--- config.mk ---
export PLATFORM = sky130hd
export DESIGN_NAME = param_mod_counter
export DESIGN_NICKNAME = d
export VERILOG_FILES = /design/src/rtl/param_mod_counter_pkg.sv /design/src/rtl/param_mod_counter_next_logic.sv /design/src/rtl/param_mod_counter.sv
export SDC_FILE = /design/constraint.sdc
export NUM_CORES = 1
export LEC_CHECK = 0
export ABC_AREA = 1
export BUFFER_PORTS_ARGS = -buffer_cell sky130_fd_sc_hd__buf_4
export CORE_AREA = 5 5 42 44
export CTS_CLUSTER_DIAMETER = 150
export CTS_CLUSTER_SIZE = 20
export DETAILED_ROUTE_END_ITERATION = 8
export DIE_AREA = 0 0 47 49
export PLACE_DENSITY = 0.73
export RECOVER_POWER = 50
export SLEW_MARGIN = 10
export SYNTH_ARGS = -nofsm -noshare
export SYNTH_HDL_FRONTEND = slang
export SYNTH_SLANG_ARGS = --single-unit
--- constraint.sdc ---
create_clock -name clk -period 1.77 [get_ports clk]
set_clock_uncertainty 0.2 [all_clocks]
set_input_delay 0.2655 -clock clk [delete_from_list [all_inputs] [get_ports clk]]
set_output_delay 0.2655 -clock clk [all_outputs]
set_load 0.03 [all_outputs]
--- src/rtl/param_mod_counter_pkg.sv ---
// Shared constants, operation encoding and priority helper for the modulo counter.
package param_mod_counter_pkg;

  localparam logic CNT_UP   = 1'b1;
  localparam logic CNT_DOWN = 1'b0;
  localparam int   CNT_WRAP = 0;
  localparam int   CNT_SAT  = 1;

  typedef enum logic [1:0] {
    OP_HOLD = 2'd0,
    OP_STEP = 2'd1,
    OP_LOAD = 2'd2,
    OP_CLR  = 2'd3
  } cnt_op_t;

  // clr beats load beats a step; nothing asserted means hold.
  function automatic cnt_op_t sel_op(input logic clr, input logic load, input logic step);
    if (clr)       return OP_CLR;
    else if (load) return OP_LOAD;
    else if (step) return OP_STEP;
    else           return OP_HOLD;
  endfunction

endpackage

--- src/rtl/param_mod_counter_next_logic.sv ---
// Step datapath: next count, terminal count and wrap for one up/down step.
// Latency: purely combinational.
// Backpressure: none; count_enable is the only qualifier.
module param_mod_counter_next_logic
  import param_mod_counter_pkg::*;
#(
  parameter int WIDTH    = 5,
  parameter int MODULUS  = 32,
  parameter int SATURATE = CNT_WRAP
) (
  input  logic [WIDTH-1:0] count,
  input  logic             up_down,
  input  logic             count_enable,
  output logic [WIDTH-1:0] next_count,
  output logic             tc,
  output logic             wrap
);

  localparam logic [WIDTH-1:0] CNT_MAX = WIDTH'(MODULUS - 1);

  logic at_max;
  logic at_min;

  assign at_max = (count == CNT_MAX);
  assign at_min = (count == '0);

  assign tc   = count_enable & (((up_down == CNT_UP) & at_max) | ((up_down == CNT_DOWN) & at_min));
  assign wrap = tc & (SATURATE == CNT_WRAP);

  always_comb begin
    next_count = count;
    if (count_enable) begin
      if (up_down == CNT_UP) begin
        if (!at_max)                  next_count = count + 1'b1;
        else if (SATURATE != CNT_SAT) next_count = '0;
      end else begin
        if (!at_min)                  next_count = count - 1'b1;
        else if (SATURATE != CNT_SAT) next_count = CNT_MAX;
      end
    end
  end

endmodule

--- src/rtl/param_mod_counter.sv ---
// Up/down modulo counter with clear, clamped load, wrap/saturate and cascade tc.
// Latency: count and wrap_pulse registered (1 cycle); tc combinational.
// Backpressure: none; count_enable gates every step.
module param_mod_counter
  import param_mod_counter_pkg::*;
#(
  parameter int WIDTH       = 5,
  parameter int MODULUS     = 32,
  parameter int SATURATE    = CNT_WRAP,
  parameter int RESET_VALUE = 0
) (
  input  logic             clk,
  input  logic             reset,
  input  logic             clr,
  input  logic             load,
  input  logic [WIDTH-1:0] load_value,
  input  logic             count_enable,
  input  logic             up_down,
  output logic [WIDTH-1:0] count,
  output logic             tc,
  output logic             wrap_pulse
);

  localparam logic [WIDTH-1:0] CNT_MAX = WIDTH'(MODULUS - 1);
  localparam logic [WIDTH-1:0] CNT_RST = WIDTH'(RESET_VALUE);

  if (MODULUS < 2 || longint'(MODULUS) > (longint'(1) << WIDTH) ||
      RESET_VALUE < 0 || RESET_VALUE >= MODULUS) begin : g_param_check
    $fatal(1, "param_mod_counter: MODULUS or RESET_VALUE out of range");
  end

  logic [WIDTH-1:0] next_count;
  logic [WIDTH-1:0] load_clamped;
  logic             step_tc;
  logic             step_wrap;
  cnt_op_t          op;

  param_mod_counter_next_logic #(
    .WIDTH    (WIDTH),
    .MODULUS  (MODULUS),
    .SATURATE (SATURATE)
  ) u_next (
    .count        (count),
    .up_down      (up_down),
    .count_enable (count_enable),
    .next_count   (next_count),
    .tc           (step_tc),
    .wrap         (step_wrap)
  );

  // Out-of-range loads pin to the top of the range so count stays legal.
  assign load_clamped = (load_value > CNT_MAX) ? CNT_MAX : load_value;
  assign op           = sel_op(clr, load, count_enable);
  assign tc           = step_tc & ~clr & ~load;

  always_ff @(posedge clk or posedge reset) begin
    if (reset) begin
      count      <= CNT_RST;
      wrap_pulse <= 1'b0;
    end else begin
      case (op)
        OP_CLR: begin
          count      <= '0;
          wrap_pulse <= 1'b0;
        end
        OP_LOAD: begin
          count      <= load_clamped;
          wrap_pulse <= 1'b0;
        end
        OP_STEP: begin
          count      <= next_count;
          wrap_pulse <= step_wrap;
        end
        default: begin
          wrap_pulse <= 1'b0;
        end
      endcase
    end
  end

endmodule

After elaboration in Yosys (flattened, before gate mapping)
Cells that the tools add are included.
W data, S select, Z words.
{"block": "op_classes", "addsub": 2, "mul": 0, "div_mod_pow": 0, "n_lt_le_gt_ge": 1, "eq_ne": 5, "shift": 0, "muxes": 10, "bitwise": 9, "reduce_logical": 3}
{"operator": "$mux W5", "n": 5}
{"operator": "$pmux W5 S3", "n": 1}
{"operator": "$add A5 B1 Y5 const B", "n": 1}
{"operator": "$and A1 B1 Y1", "n": 5}
{"operator": "$eq A5 B5 Y1 const B", "n": 1}
{"operator": "$gt A5 B5 Y1 const B", "n": 1}
{"operator": "$logic_not A5 Y1", "n": 1}
{"operator": "$sub A5 B1 Y5 const B", "n": 1}
{"operator": "$eq A2 B2 Y1 const B", "n": 2}
{"operator": "$mux W2", "n": 2}
{"operator": "$not A1 Y1", "n": 3}
{"operator": "$reduce_bool A3 Y1", "n": 1}
{"operator": "$eq A2 B1 Y1 const B", "n": 1}
{"operator": "$mux W1", "n": 2}
{"operator": "$ne A2 B2 Y1 const B", "n": 1}
{"operator": "$reduce_and A2 Y1", "n": 1}
{"operator": "$or A1 B1 Y1", "n": 1}
{"block": "totals", "regBits": 6, "latch_bits": 0, "ram_bits": 0, "rom_bits": 0, "input_bits": 11, "output_inout_bits": 7, "wordCells": 32, "n_memories": 0}

Logic depth before layout (Yosys ltp)
Gate-level depths: netlist (run 1).
{"block": "depth", "ltp_word": 6, "ltp_mapped": 11, "ltp_nobuf": 11}

By module
A second synthesis (run 1) with hierarchy kept.
{"block": "unflattened", "hier_cells": 104, "hier_area_um2": 629.4}
{"mod": "param_mod_counter", "n_inst": 1, "cells_per_inst": 50, "area_each_um2": 352.8}
{"mod": "param_mod_counter_next_logic", "n_inst": 1, "cells_per_inst": 54, "area_each_um2": 276.5}

Worst setup path after synthesis (run 1)
OpenSTA, ideal clock, no wires.
{"block": "synth_timing", "path_kind": "reg2out", "startpoint": "register count[1]", "endpoint": "output tc", "arrival_ns": 1.644, "setup_slack_ns": -0.339, "stages_incl_launch_ff": 9, "n_path_buf": 0, "cell_sequence": "dfrtp_1 > ha_1 > nand2_1 > nor2_1 > ha_1 > nand2_1 > nand2_1 > nand2_1 > nor2_1"}
{"block": "synth_between", "elab_chain_len": 6, "elab_cells_between_ends": 8, "cone_classes": "eq/ne (1); bitwise (6); reduce/logical (1)"}
{"element": "from (decl)", "line_no": "param_mod_counter.sv:19", "source": "output logic [WIDTH-1:0] count,"}
{"element": "from (signal assigned)", "line_no": "param_mod_counter.sv:67", "source": "count <= load_clamped;"}
{"element": "from (signal assigned)", "line_no": "param_mod_counter.sv:71", "source": "count <= next_count;"}
{"element": "$eq A5 B5 Y1 / $logic_not A5 Y1 (equally long branches)", "line_no": "param_mod_counter_next_logic.sv:24, param_mod_counter_next_logic.sv:25"}
{"element": "$and A1 B1 Y1", "line_no": "param_mod_counter_next_logic.sv:27", "source": "assign tc = count_enable & (((up_down == CNT_UP) & at_max) | ((up_down == CNT_DOWN) & at_min));"}
{"element": "$or A1 B1 Y1 *", "line_no": "param_mod_counter_next_logic.sv:27"}
{"element": "$and A1 B1 Y1 *", "line_no": "param_mod_counter_next_logic.sv:27"}
{"element": "$and A1 B1 Y1 * (2 in series)", "line_no": "param_mod_counter.sv:54", "source": "assign tc = step_tc & ~clr & ~load;"}
{"element": "to (decl)", "line_no": "param_mod_counter.sv:20", "source": "output logic tc,"}
Mark *: on every way between the ends. The rest lies on a longest branch, timed or not.

Worst setup path after layout (run 1)
Same ends and word-level chain as after synthesis.

==> reports/qor.tcl, run 1 <==
set qor(tightestPinTransition_ns) 0.376
set qor(holdCritPathClass) {in2reg}
set qor(setup-violations-final) 1
set qor(wire_per_inst_um) 13.0
set qor(p_per_cell_area_nw_per_um2) 587
set qor(most-common-layout-cells) {sky130_fd_sc_hd__buf_4, sky130_fd_sc_hd__nand2_1, sky130_fd_sc_hd__inv_1}
set qor(firstDrtPassIters) 4
set qor(cts_inserted_buffers) 3
set qor(gp_congestion) 0.891
set qor(floorplan.initialDensity) 0.411
set qor(layout.cells.non_filler) 137
set qor(grt_antenna_before_repair) 0
set qor(tritoncts_num_sinks) 6
set qor(route.detailed.drc) 0
set qor(layout_setup_ws_ns) -0.270
set qor(fp.coreArea_um2) 1400
set qor(worstPathRequired_ns) 1.30
set qor(cts_root_buf) {sky130_fd_sc_hd__clkbuf_4}
set qor(layout_commonest_cell) {sky130_fd_sc_hd__buf_4}
set qor(floorplan.io_pins) 18
set qor(critPathLaunchType) {flop}
set qor(track_usage) 0.158
set qor(synth-warning-count) 0
set qor(vdd_drop_max_v) 0.000457
set qor(clkSlewWorstSetupHoldPaths_ns) 0.06
set qor(cts.path.max_buffers) 2
set qor(min_period_ns) 2.04
set qor(cellLeakagePower_uw) 0.000473
set qor(placed_inst_area_um2) 800
set qor(rows) 14
set qor(min_period_over_period) 1.15
set qor(globalRoute.totalOverflow) 0
set qor(ys_seq_elements) 6
set qor(slew_headroom) 0.751
set qor(max_clock_freq_mhz) 490
set qor(run_status) {finished with violations}
set qor(nNetsFinal) 140
set qor(critical_path_peak_fanout) 3
set qor(numPortBuffers) 17
set qor(synthesis.area_um2) 576
set qor(maxCapViolCount) 0
set qor(endpoint_kind) {primary output}
set qor(post_synth_inst_count) 88
set qor(design_area_um2) 888
set qor(multi_input_comb_area_um2) 407
set qor(critical_path_class) {reg2out}
set qor(worstSkewPairLatency_ns) 0.26
set qor(share_of_the_yosys_chip_area_belonging_to_registers) 0.261
set qor(hpwlAfterDp_um) 1250
set qor(wire_length_of_the_first_global_routing_pass_um) 2680
set qor(areaGrowthSynthToFinish_pct) 54.3
set qor(synthesis.area_per_instance_um2) 6.54
set qor(diodes) 0
set qor(nFillCells) 127
set qor(via_density_per_instance) 5.08
set qor(whs_ns) 0.126
set qor(die_area_um2) 2300
set qor(regArea_um2) 155
set qor(finalHoldViolCount) 0
set qor(die_h_um) 49
set qor(cts_tree) {done}
set qor(finalWirelength_um) 1780
set qor(routed-via-count) 696
set qor(netlist-cell-type-count) 19
set qor(grt_start_max_net_pins) 7
set qor(detail_route.iter0.violations) 19
set qor(slew_violations) 0
set qor(via_count_of_the_first_global_routing_pass) 640
set qor(die_width_um) 47
set qor(setup_repair_after_global_routing_missed_its_margin) {yes}
set qor(drive_above_1_share) 0.421
set qor(ant_nets) 0
set qor(post-place-cells) 130
set qor(failed_checks) {setup timing}
set qor(mappedNetlistNets) 105
set qor(cts_htree_levels) 1
set qor(arrival_worst_endpoint_ns) 1.57
-- critical path, cell delays in order, from the launching register on --
cell	delay, ns
sky130_fd_sc_hd__dfrtp_2	0.40
sky130_fd_sc_hd__ha_4	0.15
sky130_fd_sc_hd__nand2_2	0.05
sky130_fd_sc_hd__nor2_1	0.11
sky130_fd_sc_hd__ha_2	0.19
sky130_fd_sc_hd__nand2_2	0.05
sky130_fd_sc_hd__nand2_2	0.08
sky130_fd_sc_hd__nand2_4	0.06
sky130_fd_sc_hd__nor2_4	0.10
sky130_fd_sc_hd__buf_6	0.13
-- synth_stat cells --
cell / instances / area, um^2
sky130_fd_sc_hd__o21ai_0: 1 / 5.00
sky130_fd_sc_hd__a21oi_2: 1 / 8.76
sky130_fd_sc_hd__nor2_1: 11 / 41.3
sky130_fd_sc_hd__clkinv_1: 1 / 3.75
sky130_fd_sc_hd__nand3_1: 4 / 20.0
sky130_fd_sc_hd__dfrtp_1: 6 / 150
sky130_fd_sc_hd__nand2_2: 1 / 6.26
sky130_fd_sc_hd__nor2_4: 2 / 22.5
sky130_fd_sc_hd__nand3_2: 1 / 10.0
sky130_fd_sc_hd__ha_1: 6 / 75.1
sky130_fd_sc_hd__nand2_1: 29 / 109
sky130_fd_sc_hd__nor2_2: 1 / 6.26
sky130_fd_sc_hd__nand4_1: 2 / 12.5
sky130_fd_sc_hd__xor2_1: 1 / 8.76
sky130_fd_sc_hd__inv_1: 11 / 41.3
sky130_fd_sc_hd__a21oi_1: 2 / 10.0
sky130_fd_sc_hd__o21ai_1: 6 / 30.0
sky130_fd_sc_hd__buf_6: 1 / 11.3
sky130_fd_sc_hd__inv_2: 1 / 3.75
-- power breakdown --
group / switching (uW) / leakage, uW / internal [uW] / total [uW]
sequential: 15.0 / 0.0000756 / 148 / 163
clock: 62.1 / 0.0000138 / 77.6 / 140
combinational: 122 / 0.000384 / 97.5 / 219
-- layout make-up --
| type | count | area share |
|---|---|---|
| Clock buffer | 3 | 0.0254 |
| Tap cell | 16 | 0.0225 |
| Sequential cell | 6 | 0.175 |
| Timing Repair Buffer | 31 | 0.265 |
| Multi-Input combinational cell | 68 | 0.458 |
| Inverter | 13 | 0.0549 |
-- state kept, by name (all words and copies together), names as in the netlist --
register and cells:
count 5, wrap_pulse 1
-- final timing paths --
| check | start | to | slack [ns] | depth (start not counted) |
|---|---|---|---|---|
| min in group asynchronous | reset | count[4] | 0.34 | 3 |
| max in group asynchronous | reset | count[0] | 0.79 | 3 |
| max | count[1] | tc | -0.27 | 9 |
| max reg2reg | count[1] | count[2] | 0.02 | 10 |
| min reg2reg | count[1] | count[1] | 0.41 | 2 |
| min | load_value[3] | count[3] | 0.13 | 5 |
-- metrics by stage --
stage | total power, uW | util | setup slack [ns] | TNS, ns
after floorplan | 285 | - | -0.0269 | -0.0269
after global placement | 363 | 0.571 | -0.0142 | -0.0142
after detailed placement | 366 | 0.571 | -0.0270 | -0.0730
after CTS | 506 | 0.600 | -0.242 | -0.242
after global routing | 557 | 0.634 | -0.348 | -0.403
final | 522 | 0.634 | -0.270 | -0.270
-- cell families (layout without fill, tap and decap cells) --
kind of cell               count (synthesis)  count (layout)  synth area share
and+or+nand+nor                           51              51             0.396
DFF                                        6               6             0.261
buffers and inverters                     14              47             0.104
adders and majority gates                  6               6             0.130
AOI/OAI and AO/OA                         10              10            0.0935
xor gates and xnor gates                   1               1            0.0152
-- routing by layer --
layer  up-vias  track usage  wire, um
li1        342            -         -
met1       322        0.192       710
met2        25        0.256       883
met3         7       0.0332       121
met4         0       0.0691        65
met5         -            0         0
-- repair_timing --
item | 4_1_cts | 5_1_grt
pin swaps | 1 | 6
hold buffers | 1 | 0
hold endpoints to repair | 6 | 0
resized for setup | 3 | 7
setup buffers | 0 | 3
setup endpoints to repair | 1 | 4
Power figures use the tool's default switching activity.
==> run 2, diff against run 1 <==
- REMOVE_ABC_BUFFERS: not set -> 1
==> run 2 against run 1 <==
Against the previous run:
- the run still ends with setup timing left
- routed wire length is 22% lower
- die area did not move
- clock-buffer cell count unchanged
- total power fell by 7.9%
- combinational power is 5% lower
- sequential share of layout area is 0.61 points higher
- cell count shrank 0.73%
- cell area down 6.5%
- maximum frequency up 1.7%
- first-iteration DRC count down 37%
- critical endpoint unchanged
- largest cell class unchanged
==> reports/qor.tcl, run 2 (synthesis results as in run 1) <==
set qor(finalWirelength_um) 1390 ;# was 1780 um
set qor(cts_tree) {done} ;# unchanged
set qor(cts_inserted_buffers) 3 ;# unchanged
set qor(track_usage) 0.157 ;# was 0.158
set qor(firstDrtPassIters) 4 ;# unchanged
set qor(dr_wl_met2_um) 647 ;# was 883 um
set qor(drive_above_1_share) 0.317 ;# was 0.421
set qor(met1_length_um) 595 ;# was 710 um
set qor(critical_path_class) {reg2out} ;# unchanged
set qor(largest_registers) {count: 5 flops, wrap_pulse: 1 flops} ;# unchanged
set qor(globalRoute.totalOverflow) 0 ;# unchanged
set qor(vdd_drop_max_v) 0.000672 ;# was 0.000457 V
set qor(floorplan.io_pins) 18 ;# unchanged
set qor(cts.path.max_buffers) 2 ;# unchanged
set qor(die_width_um) 47 ;# unchanged
set qor(via_density_per_instance) 4.73 ;# was 5.08
set qor(multi_input_comb_area_um2) 365 ;# was 407 um^2
set qor(top_register) {count} ;# unchanged
set qor(holdCritPathClass) {in2reg} ;# unchanged
set qor(numPortBuffers) 17 ;# unchanged
set qor(via_count_of_the_first_global_routing_pass) 638 ;# was 640
set qor(tightestPinTransition_ns) 0.370 ;# was 0.376 ns
set qor(post_cts_resize_count) 0 ;# was 3
set qor(maxCapViolCount) 0 ;# unchanged
set qor(layout_commonest_cell) {sky130_fd_sc_hd__nand2_1} ;# was sky130_fd_sc_hd__buf_4
set qor(arrival_worst_endpoint_ns) 1.54 ;# was 1.57 ns
set qor(most-common-layout-cells) {sky130_fd_sc_hd__nand2_1, sky130_fd_sc_hd__buf_4, sky130_fd_sc_hd__inv_1, sky130_fd_sc_hd__nor2_1} ;# was sky130_fd_sc_hd__buf_4, sky130_fd_sc_hd__nand2_1, sky130_fd_sc_hd__inv_1
set qor(slew_violations) 0 ;# unchanged
set qor(nFillCells) 144 ;# was 127
set qor(ant_nets) 0 ;# unchanged
set qor(areaGrowthSynthToFinish_pct) 44.3 ;# was 54.3%
set qor(post-place-cells) 131 ;# was 130
set qor(route.detailed.drc) 0 ;# unchanged
set qor(cts_htree_levels) 1 ;# unchanged
set qor(regArea_um2) 150 ;# was 155 um^2
set qor(wire_length_of_the_first_global_routing_pass_um) 2660 ;# was 2680 um
set qor(met3_length_um) 117 ;# was 121 um
set qor(die_h_um) 49 ;# unchanged
set qor(endpoint_kind) {primary output} ;# unchanged
set qor(cellLeakagePower_uw) 0.000471 ;# was 0.000473 uW
set qor(slew_headroom) 0.755 ;# was 0.751
set qor(p_per_cell_area_nw_per_um2) 578 ;# was 587 nW/um^2
set qor(min_period_over_period) 1.13 ;# was 1.15
set qor(min_period_ns) 2.01 ;# was 2.04 ns
set qor(clkSlewWorstSetupHoldPaths_ns) 0.04 ;# was 0.06 ns
set qor(detail_route.iter0.violations) 12 ;# was 19
set qor(run_status) {finished with violations} ;# unchanged
set qor(wire_per_inst_um) 10.3 ;# was 13.0 um
set qor(worstPathRequired_ns) 1.30 ;# about the same
set qor(tritoncts_num_sinks) 6 ;# unchanged
set qor(grt_start_max_net_pins) 7 ;# unchanged
set qor(worstSkewPairLatency_ns) 0.24 ;# was 0.26 ns
set qor(floorplan.initialDensity) 0.411 ;# unchanged
set qor(routed-via-count) 643 ;# was 696
set qor(grt_antenna_before_repair) 0 ;# unchanged
set qor(fp.coreArea_um2) 1400 ;# unchanged
set qor(setup_repair_after_global_routing_missed_its_margin) {yes} ;# unchanged
set qor(hold-path-cell-count) 3 ;# was 5
set qor(setup-violations-final) 2 ;# was 1
set qor(layout.cells.non_filler) 136 ;# was 137
set qor(critical_path_peak_fanout) 3 ;# unchanged
set qor(die_area_um2) 2300 ;# unchanged
set qor(nNetsFinal) 139 ;# was 140
set qor(cts_root_buf) {sky130_fd_sc_hd__clkbuf_4} ;# unchanged
set qor(hpwlAfterDp_um) 1200 ;# was 1250 um
set qor(post-route-util) 0.593 ;# was 0.634
set qor(diodes) 0 ;# unchanged
set qor(critPathLaunchType) {flop} ;# unchanged
set qor(place_ws_ns) -0.0165 ;# was -0.0270 ns
set qor(largest_register_ffs) 5 ;# unchanged
set qor(failed_checks) {setup timing} ;# unchanged
set qor(finalHoldViolCount) 0 ;# unchanged
set qor(rows) 14 ;# unchanged
set qor(ff2ff_path_depth) 9 ;# was 10
set qor(max_clock_freq_mhz) 498 ;# was 490 MHz
set qor(design_power_total_uw) 481 ;# was 522 uW
set qor(gp_congestion) 0.862 ;# was 0.891
set qor(layout_setup_ws_ns) -0.237 ;# was -0.270 ns
set qor(top_layer) {met4} ;# unchanged
## run 2: cell types whose count changed in the layout (fill, tap and decap cells not counted), sizes merged
cell	delta
buf	-1
## run 2: worst max-delay path, cell delays in order, from the launching register on
cell and delay (ns):
sky130_fd_sc_hd__dfrtp_1 0.36, sky130_fd_sc_hd__ha_1 0.18, sky130_fd_sc_hd__nand2_1 0.06, sky130_fd_sc_hd__nor2_1 0.10, sky130_fd_sc_hd__ha_1 0.17, sky130_fd_sc_hd__nand2_1 0.05
sky130_fd_sc_hd__nand2_1 0.07, sky130_fd_sc_hd__nand2_1 0.06, sky130_fd_sc_hd__nor2_1 0.09, sky130_fd_sc_hd__buf_4 0.16
## run 2: final timing paths
kind / from / end / slack (ns)
min in group asynchronous: reset / count[1] / 0.30
worst min-delay path: count_enable / wrap_pulse / 0.11
max in group asynchronous: reset / count[2] / 0.89
worst max register to register: count[0] / count[2] / 0
worst max-delay path: count[0] / tc / -0.24
worst min register to register: count[3] / count[3] / 0.32
## run 2: power by group
part / switching (uW) / internal [uW] / total, uW
sequential: 9.03 / 147 / 156
combinational: 114 / 94.6 / 208
clock: 40.3 / 76.1 / 116
## run 2: routing by layer
layer	up-vias	GRT usage
met2	25	0.233
met4	0	0.0737
met3	4	0.0590
met1	274	0.194
li1	340	-
met5	-	0
## run 2: what timing repair did
action                                  in CTS  in global routing
setup buffers                                0                  1
hold buffers                                 1                  0
pin swaps                                    0                  0
endpoints found under the setup margin       1                  5
hold endpoints to repair                     6                  0
## run 2: final cells by class
| type | count | area share |
|---|---|---|
| Tap cell | 16 | 0.0241 |
| Multi-Input combinational cell | 68 | 0.440 |
| Timing Repair Buffer | 30 | 0.270 |
| Clock buffer | 3 | 0.0271 |
| Inverter | 13 | 0.0587 |
| Sequential cell | 6 | 0.181 |
## run 2: through the flow
| step | hold WS, ns | TNS (ns) | instance area (um^2) |
|---|---|---|---|
| 2_1_floorplan | -0.144 | -0.432 | 564 |
| 3_3_place_gp | -0.0159 | 0 | 795 |
| 3_5_place_dp | -0.0118 | -0.0165 | 795 |
| 4_1_cts | 0.104 | -0.246 | 827 |
| 5_1_grt | 0.0908 | -0.765 | 831 |
| 6_report | 0.106 | -0.241 | 831 |
==> run 3, diff against run 2 <==
- ABC_AREA: 1 -> not set
- ABC_CLOCK_PERIOD_IN_PS: not set -> 1770
- PLACE_DENSITY: 0.73 -> 0.75
- RECOVER_POWER: 50 -> 25
==> run 3 against run 2 <==
Against the previous run:
- the run still ends with setup timing left
- register-to-register slack worse by 0.14 ns
- routed wire length is 31% higher
- total power rose by 11%
- first-iteration DRC count down 58%
- area after synthesis increased by 3.5%
- global-route usage up 1.4 points
- sequential power grew 3%
- critical path depth decreased by 3
- non-clock buffer count up 12
- utilization is 14 points higher
==> reports/qor.tcl, run 3 <==
set qor(run_status) {finished with violations} ;# unchanged
set qor(failed_checks) {setup timing} ;# unchanged
set qor(largest_registers) {count: 5 flops, wrap_pulse: 1 flops} ;# unchanged
set qor(synth_top_family_by_area) {simple AND/OR/NAND/NOR gates} ;# unchanged
set qor(share_of_the_yosys_chip_area_belonging_to_registers) 0.252 ;# was 0.261
set qor(cts.path.max_buffers) 2 ;# unchanged
set qor(synth.area.top_cells) {sky130_fd_sc_hd__dfrtp_1, sky130_fd_sc_hd__ha_1, sky130_fd_sc_hd__inv_1, sky130_fd_sc_hd__o211ai_1, sky130_fd_sc_hd__a21oi_1} ;# was sky130_fd_sc_hd__dfrtp_1, sky130_fd_sc_hd__nand2_1, sky130_fd_sc_hd__ha_1, sky130_fd_sc_hd__inv_1, sky130_fd_sc_hd__nor2_1
set qor(floorplan.io_pins) 18 ;# unchanged
set qor(endpoint_kind) {primary output} ;# unchanged
set qor(vdd_drop_max_v) 0.000643 ;# was 0.000672 V
set qor(min_period_over_period) 1.17 ;# was 1.13
set qor(critPathLaunchType) {flop} ;# unchanged
set qor(gp_congestion) 0.898 ;# was 0.862
set qor(share_of_the_synthesized_netlist_area_taken_by_xor_and_xnor_gates) 0.0441 ;# was 0.0152
set qor(via_count_of_the_first_global_routing_pass) 711 ;# was 638
set qor(arrival_worst_endpoint_ns) 1.61 ;# was 1.54 ns
set qor(yosys-mux-area-fraction) 0.0168 ;# was 0
set qor(route.detailed.drc) 0 ;# unchanged
set qor(synthDominantAreaCellType) {sky130_fd_sc_hd__dfrtp_1} ;# unchanged
set qor(layout_setup_ws_ns) -0.307 ;# was -0.237 ns
set qor(synthesis.area_per_instance_um2) 8.51 ;# was 6.54 um^2
set qor(slew_violations) 0 ;# unchanged
set qor(die_h_um) 49 ;# unchanged
set qor(finalHoldViolCount) 0 ;# unchanged
set qor(routed-via-count) 682 ;# was 643
set qor(nNetsFinal) 132 ;# was 139
set qor(most-common-layout-cells) {sky130_fd_sc_hd__buf_4, sky130_fd_sc_hd__inv_1, sky130_fd_sc_hd__a21oi_1, sky130_fd_sc_hd__dfrtp_1} ;# was sky130_fd_sc_hd__nand2_1, sky130_fd_sc_hd__buf_4, sky130_fd_sc_hd__inv_1, sky130_fd_sc_hd__nor2_1
set qor(die_area_um2) 2300 ;# unchanged
set qor(setup_total_negative_slack_ns) -0.483 ;# was -0.241 ns
set qor(layout_commonest_cell) {sky130_fd_sc_hd__buf_4} ;# was sky130_fd_sc_hd__nand2_1
set qor(synthDominantCellAreaShare) 0.252 ;# was 0.261
set qor(post_synth_edffs) 0 ;# unchanged
set qor(globalRoute.totalOverflow) 0 ;# unchanged
set qor(fp.coreArea_um2) 1400 ;# unchanged
set qor(regArea_um2) 151 ;# was 150 um^2
set qor(firstDrtPassIters) 4 ;# unchanged
set qor(critical_path_peak_fanout) 3 ;# unchanged
set qor(wire_length_of_the_first_global_routing_pass_um) 2890 ;# was 2660 um
set qor(synthesis.area_um2) 596 ;# was 576 um^2
set qor(cts_tree) {done} ;# unchanged
set qor(most_frequently_used_flop_master_after_synthesis) {sky130_fd_sc_hd__dfrtp_1} ;# unchanged
set qor(multi_input_comb_area_um2) 472 ;# was 365 um^2
set qor(numPortBuffers) 17 ;# unchanged
set qor(min_period_ns) 2.08 ;# was 2.01 ns
set qor(max_clock_freq_mhz) 482 ;# was 498 MHz
set qor(post_synth_and_or_nand_nor_area_fraction) 0.284 ;# was 0.396
set qor(slew_headroom) 0.785 ;# was 0.755
set qor(ant_nets) 0 ;# unchanged
set qor(areaGrowthSynthToFinish_pct) 71.4 ;# was 44.3%
set qor(maxCapViolCount) 0 ;# unchanged
set qor(cts_root_buf) {sky130_fd_sc_hd__clkbuf_4} ;# unchanged
set qor(grt_antenna_before_repair) 0 ;# unchanged
set qor(via_density_per_instance) 5.29 ;# was 4.73
set qor(largest_register_ffs) 5 ;# unchanged
set qor(tightestPinTransition_ns) 0.322 ;# was 0.370 ns
set qor(floorplan.initialDensity) 0.425 ;# was 0.411
set qor(nFillCells) 117 ;# was 144
set qor(track_usage) 0.171 ;# was 0.157
set qor(synth_compound_area_frac) 0.189 ;# was 0.0935
set qor(cts_inserted_buffers) 3 ;# unchanged
set qor(setup-violations-final) 3 ;# was 2
set qor(critical_path_class) {reg2out} ;# unchanged
set qor(worstPathRequired_ns) 1.30 ;# about the same
set qor(die_width_um) 47 ;# unchanged
set qor(setup_repair_after_global_routing_missed_its_margin) {yes} ;# unchanged
set qor(synth-warning-count) 0 ;# unchanged
set qor(synth_fa_ha_area_frac) 0.126 ;# was 0.130
set qor(ys_seq_elements) 6 ;# unchanged
set qor(tritoncts_num_sinks) 6 ;# unchanged
set qor(hpwlAfterDp_um) 1320 ;# was 1200 um
set qor(place_ws_ns) -0.206 ;# was -0.0165 ns
set qor(diodes) 0 ;# unchanged
set qor(drive_above_1_share) 0.566 ;# was 0.317
set qor(post_synth_inst_count) 70 ;# was 88
set qor(clkSlewWorstSetupHoldPaths_ns) 0.05 ;# was 0.04 ns
set qor(synthArstFlopShare) 1.00 ;# unchanged
set qor(cellLeakagePower_uw) 0.000518 ;# was 0.000471 uW
set qor(netlist-cell-type-count) 33 ;# was 19
set qor(most_instantiated_library_cell_after_synthesis) {sky130_fd_sc_hd__inv_1} ;# was sky130_fd_sc_hd__nand2_1
set qor(wire_per_inst_um) 14.1 ;# was 10.3 um
set qor(holdCritPathClass) {in2reg} ;# unchanged
set qor(detail_route.iter0.violations) 5 ;# was 12
set qor(rows) 14 ;# unchanged
set qor(finalWirelength_um) 1830 ;# was 1390 um
set qor(grt_start_max_net_pins) 9 ;# was 7
set qor(cts_htree_levels) 1 ;# unchanged
set qor(top_register) {count} ;# unchanged
set qor(worstSkewPairLatency_ns) 0.25 ;# was 0.24 ns
set qor(yosys-top-cells-count) {sky130_fd_sc_hd__inv_1, sky130_fd_sc_hd__dfrtp_1, sky130_fd_sc_hd__ha_1} ;# was sky130_fd_sc_hd__nand2_1, sky130_fd_sc_hd__inv_1, sky130_fd_sc_hd__nor2_1
set qor(p_per_cell_area_nw_per_um2) 520 ;# was 578 nW/um^2
run 3: changes by cell type in the layout (fill, tap and decap cells not counted), sizes merged, moves of 2 or more:
| cell | before | now |
|---|---|---|
| nand2 | 30 | 4 |
| buf | 27 | 40 |
| nor2 | 14 | 2 |
| o21ai | 7 | 2 |
| nand2b | 0 | 4 |
| o211ai | 0 | 4 |
| a21oi | 3 | 6 |
| inv | 12 | 9 |
| a21o | 0 | 2 |
| and2b | 0 | 2 |
| and3 | 0 | 2 |
run 3: through the flow:
stage / total power (uW) / util / hold slack, ns / area (um^2) / cells
6_report: 531 / 0.729 / 0.0663 / 1020 / 129
5_1_grt: 570 / 0.729 / 0.0614 / 1020 / 129
4_1_cts: 523 / 0.704 / 0.0625 / 986 / 127
3_5_place_dp: 360 / 0.619 / -0.00497 / 867 / 120
3_3_place_gp: 357 / 0.619 / -0.0103 / 867 / 120
2_1_floorplan: 262 / - / -0.144 / 577 / 68
run 3: power by group:
group	switching [uW]	total, uW	internal [uW]	leakage [uW]
Combinational	115	242	127	0.000424
Clock	51.9	129	76.9	0.0000138
Sequential	14.1	161	147	0.0000803
Total	181	531	350	0.000518
run 3: path summary, 6_finish.rpt:
kind	endpoint	slack, ns	start	cells past startpoint
worst max-delay path	tc	-0.31	count[1]	6
worst min-delay path	count[2]	0.07	load_value[2]	3
worst max register to register	count[3]	-0.14	count[1]	7
worst min register to register	count[0]	0.44	count[0]	2
max in group asynchronous	count[2]	0.89	reset	3
min in group asynchronous	count[3]	0.28	reset	3
run 3: per-layer routing:
layer / vias to the layer above / wire length, um / global-route usage
li1: 333 / - / -
met3: 0 / 131 / 0.0590
met1: 320 / 728 / 0.188
met4: 0 / 0 / 0.0276
met5: - / 0 / 0
met2: 29 / 965 / 0.305
run 3: layout make-up:
class | instances | area share
repair buffers | 42 | 0.315
flip-flops and latches | 6 | 0.148
multi-input cells | 53 | 0.462
inverters | 9 | 0.0331
well taps | 16 | 0.0196
clock buffers | 3 | 0.0221
run 3: cells by family after synthesis:
| kind of cell | after synthesis |
|---|---|
| adder cells (fa/ha/maj) | 6 |
| multiplexers | 1 |
| flip-flops | 6 |
| XOR/XNOR | 3 |
| AND/OR/NAND/NOR | 26 |
| buffers and inverters | 11 |
| AO/OA/AOI/OAI | 17 |
run 3: timing repair:
action                                  CTS  global route
cloned                                    0             0
hold endpoints to repair                  6             0
setup buffers                             3             2
pin swaps                                 5             7
hold buffers                              1             0
resized for setup                        13             6
endpoints found under the setup margin    3             4
run 3: critical path: stages, from the launching register on:
cell	delay, ns
sky130_fd_sc_hd__dfrtp_1	0.40
sky130_fd_sc_hd__ha_2	0.20
sky130_fd_sc_hd__and3_4	0.17
sky130_fd_sc_hd__ha_4	0.15
sky130_fd_sc_hd__a21o_1	0.16
sky130_fd_sc_hd__and3_4	0.15
sky130_fd_sc_hd__buf_6	0.13
